[src/rtl/mem_writeback.sv]
// ---------------------------------------------------------------------------
// mem_writeback
//   Memory-access and write-back stage. Accepts one instruction from execute,
//   performs the data-memory transaction for loads/stores, then spends exactly
//   one COMMIT cycle driving the register-file, CPSR or PC write port.
//
// Ports
//   clk, rst_n                    clock, asynchronous active-low reset
//   ex_valid / ex_ready           execute-stage handshake
//   ex_result, ex_cpsr, ex_taken  ALU result, flags word, branch condition
//   ex_rd_num, ex_rd_val, ex_md   destination reg, store data, address/target
//   ex_is_{alu,cmp,jmp,ld,str}    operation class flags (ld>str>alu>cmp>jmp)
//   dmem_req/we/addr/wdata        data-memory request, held until dmem_ack
//   dmem_ack, dmem_rdata          memory completion and load data
//   rf_we/waddr/wdata             register-file write port
//   cpsr_we/cpsr_wdata            CPSR write port
//   pc_we/pc_wdata                PC redirect
//   retired_count                 committed-instruction counter (wraps)
// ---------------------------------------------------------------------------
module mem_writeback #(
    parameter int DATA_W = 32
) (
    input  logic              clk,
    input  logic              rst_n,
    input  logic              ex_valid,
    output logic              ex_ready,
    input  logic [DATA_W-1:0] ex_result,
    input  logic [DATA_W-1:0] ex_cpsr,
    input  logic              ex_taken,
    input  logic [3:0]        ex_rd_num,
    input  logic [DATA_W-1:0] ex_rd_val,
    input  logic [DATA_W-1:0] ex_md,
    input  logic              ex_is_alu,
    input  logic              ex_is_cmp,
    input  logic              ex_is_jmp,
    input  logic              ex_is_ld,
    input  logic              ex_is_str,
    output logic              dmem_req,
    output logic              dmem_we,
    output logic [DATA_W-1:0] dmem_addr,
    output logic [DATA_W-1:0] dmem_wdata,
    input  logic              dmem_ack,
    input  logic [DATA_W-1:0] dmem_rdata,
    output logic              rf_we,
    output logic [3:0]        rf_waddr,
    output logic [DATA_W-1:0] rf_wdata,
    output logic              cpsr_we,
    output logic [DATA_W-1:0] cpsr_wdata,
    output logic              pc_we,
    output logic [DATA_W-1:0] pc_wdata,
    output logic [31:0]       retired_count
);

    typedef enum logic [1:0] {IDLE, MEM, COMMIT} state_t;
    typedef enum logic [2:0] {CLS_NONE, CLS_LD, CLS_STR, CLS_ALU, CLS_CMP, CLS_JMP} cls_t;

    state_t state_q, state_d;
    cls_t   cls_d, cls_p1;

    logic [DATA_W-1:0] result_p1;
    logic [DATA_W-1:0] cpsr_p1;
    logic              taken_p1;
    logic [3:0]        rd_num_p1;
    logic [DATA_W-1:0] rd_val_p1;
    logic [DATA_W-1:0] md_p1;
    logic [DATA_W-1:0] ld_data_p2;
    logic [31:0]       retired_cnt;
    logic              accept;

    // Ready depends on state only, so execute never sees a combinational
    // path from dmem_ack or ex_valid back into ex_ready.
    assign ex_ready      = (state_q != MEM);
    assign accept        = ex_valid && ex_ready;
    assign retired_count = retired_cnt;

    // Only the highest-priority class survives capture.
    always_comb begin
        cls_d = CLS_NONE;
        if      (ex_is_ld)  cls_d = CLS_LD;
        else if (ex_is_str) cls_d = CLS_STR;
        else if (ex_is_alu) cls_d = CLS_ALU;
        else if (ex_is_cmp) cls_d = CLS_CMP;
        else if (ex_is_jmp) cls_d = CLS_JMP;
    end

    always_comb begin
        state_d = state_q;
        case (state_q)
            IDLE, COMMIT: begin
                if (accept)
                    state_d = (cls_d == CLS_LD || cls_d == CLS_STR) ? MEM : COMMIT;
                else
                    state_d = IDLE;
            end
            MEM:     if (dmem_ack) state_d = COMMIT;
            default: state_d = IDLE;
        endcase
    end

    // Control state: FSM, captured class and retire counter.
    // The counter advances on the edge entering COMMIT so it already
    // reflects the instruction during its commit cycle.
    always_ff @(posedge clk or negedge rst_n) begin
        if (!rst_n) begin
            state_q     <= IDLE;
            cls_p1      <= CLS_NONE;
            retired_cnt <= 32'd0;
        end else begin
            state_q <= state_d;
            if (accept)
                cls_p1 <= cls_d;
            if (state_d == COMMIT)
                retired_cnt <= retired_cnt + 32'd1;
        end
    end

    // Stage p1: instruction fields captured on accept
    always_ff @(posedge clk) begin
        if (accept) begin
            result_p1 <= ex_result;
            cpsr_p1   <= ex_cpsr;
            taken_p1  <= ex_taken;
            rd_num_p1 <= ex_rd_num;
            rd_val_p1 <= ex_rd_val;
            md_p1     <= ex_md;
        end
    end

    // Stage p2: load data captured on the ack edge
    always_ff @(posedge clk) begin
        if (state_q == MEM && dmem_ack && cls_p1 == CLS_LD)
            ld_data_p2 <= dmem_rdata;
    end

    // Outputs are decoded from state and captured fields only. Data/address
    // outputs are forced to zero whenever their strobe is inactive, which
    // keeps them X-free and zero through reset.
    always_comb begin
        dmem_req   = 1'b0;
        dmem_we    = 1'b0;
        dmem_addr  = '0;
        dmem_wdata = '0;
        rf_we      = 1'b0;
        rf_waddr   = 4'd0;
        rf_wdata   = '0;
        cpsr_we    = 1'b0;
        cpsr_wdata = '0;
        pc_we      = 1'b0;
        pc_wdata   = '0;
        if (state_q == MEM) begin
            dmem_req  = 1'b1;
            dmem_we   = (cls_p1 == CLS_STR);
            dmem_addr = md_p1;
            if (cls_p1 == CLS_STR)
                dmem_wdata = rd_val_p1;
        end else if (state_q == COMMIT) begin
            case (cls_p1)
                CLS_ALU: begin
                    rf_we    = 1'b1;
                    rf_waddr = rd_num_p1;
                    rf_wdata = result_p1;
                end
                CLS_LD: begin
                    rf_we    = 1'b1;
                    rf_waddr = rd_num_p1;
                    rf_wdata = ld_data_p2;
                end
                CLS_CMP: begin
                    cpsr_we    = 1'b1;
                    cpsr_wdata = cpsr_p1;
                end
                CLS_JMP: begin
                    if (taken_p1) begin
                        pc_we    = 1'b1;
                        pc_wdata = md_p1;
                    end
                end
                default: ;
            endcase
        end
    end

endmodule
[config.mk]
export PLATFORM = sky130hd
export DESIGN_NAME = mem_writeback
export DESIGN_NICKNAME = d
export VERILOG_FILES = /design/src/rtl/mem_writeback.sv
export SDC_FILE = /design/constraint.sdc
export NUM_CORES = 1
export LEC_CHECK = 0
export CAP_MARGIN = 20
export CORE_ASPECT_RATIO = 1.1
export CORE_UTILIZATION = 32
export CTS_BUF_LIST = sky130_fd_sc_hd__clkbuf_8
export DETAILED_ROUTE_END_ITERATION = 12
export DONT_BUFFER_PORTS = 1
export PLACE_DENSITY = 0.56
export REMOVE_ABC_BUFFERS = 1
export SLEW_MARGIN = 5
export SYNTH_ARGS = -nofsm -noshare
export SYNTH_HDL_FRONTEND = slang
export SYNTH_SLANG_ARGS = --single-unit
export TNS_END_PERCENT = 50
[constraint.sdc]
create_clock -name clk -period 3.8 [get_ports clk]
set_input_delay 0.38 -clock clk [delete_from_list [all_inputs] [get_ports clk]]
set_output_delay 0.38 -clock clk [all_outputs]
set_load 0.05 [all_outputs]
After elaboration in Yosys (flattened, before gate mapping)
Cells that the tools add are included.

storage, ports and cells
  register bits after elaboration = 202
  latch bits = 0
  memory bits (writable) = 0
  bits in read-only memories = 0
  bits of input ports = 174
  word-level logic and storage cells = 66
  memories = 0

operators by class
  $add $sub $neg = 1
  multiply operators = 0
  div/mod/pow operators = 0
  order comparisons = 0
  eq/ne operators = 11
  shifts and indexed selects = 0
  muxes and demuxes = 37
  bitwise logic cells = 0
  reductions and logical operators = 7

operator list
  kind                                                                      count
  32-bit 2-to-1 mux                                                         12
  32-bit one-hot mux with 2 select lines                                    1
  32-bit by 1-bit adder with 32-bit output (second input constant)          1
  3-bit 2-to-1 mux                                                          5
  1-bit 2-to-1 mux                                                          12
  4-bit 2-to-1 mux                                                          3
  3-bit by 2-bit equality test with 1-bit output (second input constant)    3
  3-bit by 1-bit equality test with 1-bit output (second input constant)    2
  3-bit equality test (second input constant)                               2
  2-bit 2-to-1 mux                                                          3
  2-bit equality test (second input constant)                               2
  2-bit one-hot mux with 2 select lines                                     1
  2-bit OR reduction                                                        2
  1-bit logical AND                                                         3
  2-bit by 1-bit equality test with 1-bit output (second input constant)    1
  2-bit logical NOT                                                         1
  2-bit by 1-bit inequality test with 1-bit output (second input constant)  1
  1-bit logical OR                                                          1

Longest topological paths before layout
  depth in word-level cells = 11
  depth in mapped cells = 6
  depth with buffers taken out = 5

Least setup slack after synthesis
Ideal clock, no wire load.

  path kind = register to register
  start = register state_q[0]
  end = register cls_p1[0]
  library setup time = 0.134 ns
  arrival = 4.197 ns
  path slack = -0.532 ns
  stages on the path, launching flop included = 5
  cells stage by stage = dfrtp_1 > nand2b_1 > nand2_1 > inv_1 > mux2_2

between the ends
  word-level cells in the longest chain between the ends = 2

RTL lines
  element                                           line  text
  start, declared                                   57    state_t state_q, state_d;
  start signal, assigned                            109   state_q <= state_d;
  2-bit by 1-bit inequality test with 1-bit output  72    assign ex_ready = (state_q != MEM);
  net ex_ready                                      26    output logic ex_ready,
  1-bit logical AND                                 73    assign accept = ex_valid && ex_ready;
  net accept                                        68    logic accept;
  end signal, assigned                              111   cls_p1 <= cls_d;
  end, declared                                     58    cls_t cls_d, cls_p1;

The timed path passes the listed nets, and every way through them passes these cells.
A chain may end at the register's enable or synchronous reset.

Final worst setup path
  start = register state_q[1]
  end = output dmem_addr[24]

between the ends
  word-level cells in the longest chain between the ends = 2

RTL lines
  element                                         line  text
  2-bit by 1-bit equality test with 1-bit output  150   if (state_q == MEM) begin
  32-bit 2-to-1 mux                               150
  end, declared                                   40    output logic [DATA_W-1:0] dmem_addr,

No other way between the ends.

==> results by group <==
Synthesis
  – Cell with the most instances after synthesis: edfxtp_1
  – Register area share after synthesis: 0.732
  – Post-synth ARST share: 0.183
  – Synth warn: 0
  – Ranking of synthesized cells by area: edfxtp_1, dfrtp_1, and2_1
  – Area leader, netlist: edfxtp_1
  – Synth top area share: 0.617
  – Post-Syn Area: 8030 um^2
  – Ys flop type: edfxtp_1
  – Gate Count Post-Synth: 547
  – Number of synthesized register bits: 202
  – Synth unique cells: 32
  – Syn Area/Cell: 14.7 um^2
  – Number of synthesized flops with an enable pin: 165
  – Synth cell count leaders: edfxtp_1, and2_1, dfrtp_1, nor2_1, a22oi_1

Timing
  – Worst-margin pin slew: ~0.86 ns
  – Clock skew: 0.0287 ns
  – Final setup TNS: 0 ns
  – Slew margin rel.: 0.429
  – Final hold viol count: 0
  – Unrepaired setup endpoints after global routing: false
  – FMAX: 313 MHz
  – Final Critical Period: between 3 and 4 ns
  – Final setup vio count: 0
  – Final critical-path share of the clock period: 0.841
  – Final Slew Violations: 0

Layout
  – Layout cell share with drive strength beyond 1: 0.134
  – Antenna diodes: 0
  – Area grow syn2layout: 38.3%
  – Final Non-Filler Cells: 1115
  – Post-route cell area: ~11000 um^2
  – Fill count: 2139
  – Nets: 954

Critical path
  – CP Launch Point: state_q[1]
  – R2R setup slack: approximately 1.2 ns
  – Setup crit end: dmem_addr[24]
  – R2R Path Start: state_q[0]
  – Required time worst endpoint: 3.42 ns
  – Crit path launch type: register
  – Setup crit end kind: primary output
  – CP arrival: 2.82 ns
  – Worst setup path class: register to primary output
  – Reg2Reg Depth: 4
  – RR Endpoint: cpsr_p1[13]
  – Max FO, Critical Path: 33

Clock tree
  – Hold buffers post-CTS: 170
  – TritonCTS Sinks: 202
  – Htree depth: 2
  – Clk root buf: clkbuf_8
  – Clk buf depth: 3
  – Worst skew pair latency: 0.53 ns
  – TritonCTS clock tree: done
  – Post-CTS setup buffer count: 0
  – Reg clk slew, reported paths: 0.06 ns
  – CTS-repair resized insts: 0
  – Total CTS buffers: 36

Floorplanning
  – DIE WIDTH: 153 um
  – Initial Utilization: 0.327
  – Core box area: 24500 um^2
  – Num rows: 60
  – Boundary Pins: 376
  – Die ar.: 25700 um^2
  – Die Y: 168 um

Detailed routing
  – Drc violations: 0
  – Final WL: between 20000 and 25000 um
  – Initial DRC Count: about 250
  – Post-DRT Antenna Nets: 0
  – Via count: approximately 5300
  – Routed len/inst: 19.0 um
  – Drt first pass iters: 4
  – Vias per cell: 4.77

Place
  – DP Cell Count: 881
  – Detailed Place HPWL: 13800 um
  – IO buf count: 0
  – Placed inst area: 8740 um^2
  – Routability Congestion: 0.785

GRT
  – Vias in the first global route: 5539
  – Total gr overflow: 0
  – Tot GR Track Use: 0.159
  – Pin count of the biggest net entering global routing: 50
  – Initial antenna violation count: 0
  – First-pass GRT wire length: roughly 31000 um

Power
  – Clock share of power: 0.330
  – Max VDD drop: ~320 uV
  – Part of the power in combinational logic: 0.162
  – Final Power: 5.59 mW
  – Power Density: 503 nW/um^2
  – Internal power: 3.87 mW
  – Sw Ratio: 0.307
  – Switch Pwr: 1.71 mW
  – Static Leak: around 4.2 nW
  – Sequential share of power: 0.508

Flow run
  – Max Cap Viol: 0

Hold path
  – Min-Delay Path Class: input pin to register
  – Hold path start: ex_is_str

Status
  – Outcome: finished clean
stage by stage:
| stage | util | worst slack, ns | hold WS [ns] |
|---|---|---|---|
| after floorplan | - | -0.532 | 0.0844 |
| after detailed placement | 0.356 | 1.13 | 0.0854 |
| after global routing | 0.452 | 0.448 | 0.0353 |
| after global placement | 0.356 | 1.20 | 0.0855 |
| final | 0.452 | 0.603 | 0.0647 |
| after CTS | 0.452 | 0.539 | 0.0110 |
power groups by stage:
stage	registers [mW]	logic (mW)	clock network (mW)
finish	2.84	0.906	1.84
CTS	2.84	0.909	1.91
floorplan	2.85	0.583	0
global route	2.86	0.958	2.01
detailed placement	2.88	0.748	0
global placement	2.87	0.734	0
cell families after synthesis:
group,Yosys count,synth area share
XOR/XNOR,31,0.0338
flip-flops,202,0.732
buffers and inverters,32,0.0171
AO/OA/AOI/OAI,41,0.0391
AND/OR/NAND/NOR,238,0.173
multiplexers,2,0.00280
adder cells (fa/ha/maj),1,0.00156
layout by cell type (no fill, tap or decap), types with 3 or more instances in the layout:
cell	instances
a22oi_1	32
and2_1	135
and3_1	4
and4_1	4
buf_4	50
clkbuf_8	40
clkinv_1	5
dfrtp_1	37
dlygate4sd3_1	169
edfxtp_1	165
inv_1	20
nand2_1	14
nand2b_1	3
nand3_1	15
nand4_1	15
nor2_1	36
nor4_4	3
o21ai_0	3
xnor2_1	29
worst max-delay path: stages (launching register included):
cell and delay, ns:
dfrtp_1 0.38, nand2b_1 0.55, inv_1 0.78, and2_1 0.56
flip-flops by register name (all words and copies together) (netlist names):
name	count
md_p1	32
rd_val_p1	32
result_p1	32
retired_count	32
cls_p1	3
cpsr_p1	32
state_q	2
ld_data_p2	32
rd_num_p1	4
taken_p1	1
how the worst min path moves through the flow:
| stage | endpoint | slack (ns) | depth (start not counted) |
|---|---|---|---|
| after floorplan | cls_p1[0] | 0.08 | 0 |
| after global placement | retired_count[17] | 0.09 | 0 |
| after detailed placement | retired_count[23] | 0.09 | 0 |
| after global routing | cls_p1[1] | 0.04 | 2 |
| after CTS | cls_p1[1] | 0.01 | 2 |
| final | cls_p1[1] | 0.06 | 2 |
area by class of cell:
class / count / area [um^2] / share of cell area
well taps: 310 / 388 / 0.0349
repair buffers: 221 / 2110 / 0.190
multi-input cells: 313 / 2050 / 0.185
clock inverters: 24 / 106 / 0.00957
clock buffers: 40 / 551 / 0.0496
flip-flops and latches: 202 / 5880 / 0.529
inverters: 5 / 23.8 / 0.00214
per-layer routing:
layer / GRT usage / vias to the layer above / share of wire
met3: 0.0461 / 50 / 0.073
met2: 0.291 / 262 / 0.53
li1: - / 2423 / -
met5: 0 / - / 0
met1: 0.168 / 2580 / 0.36
met4: 0.0711 / 0 / 0.034
Note: power is estimated with default switching activity, not from simulation.
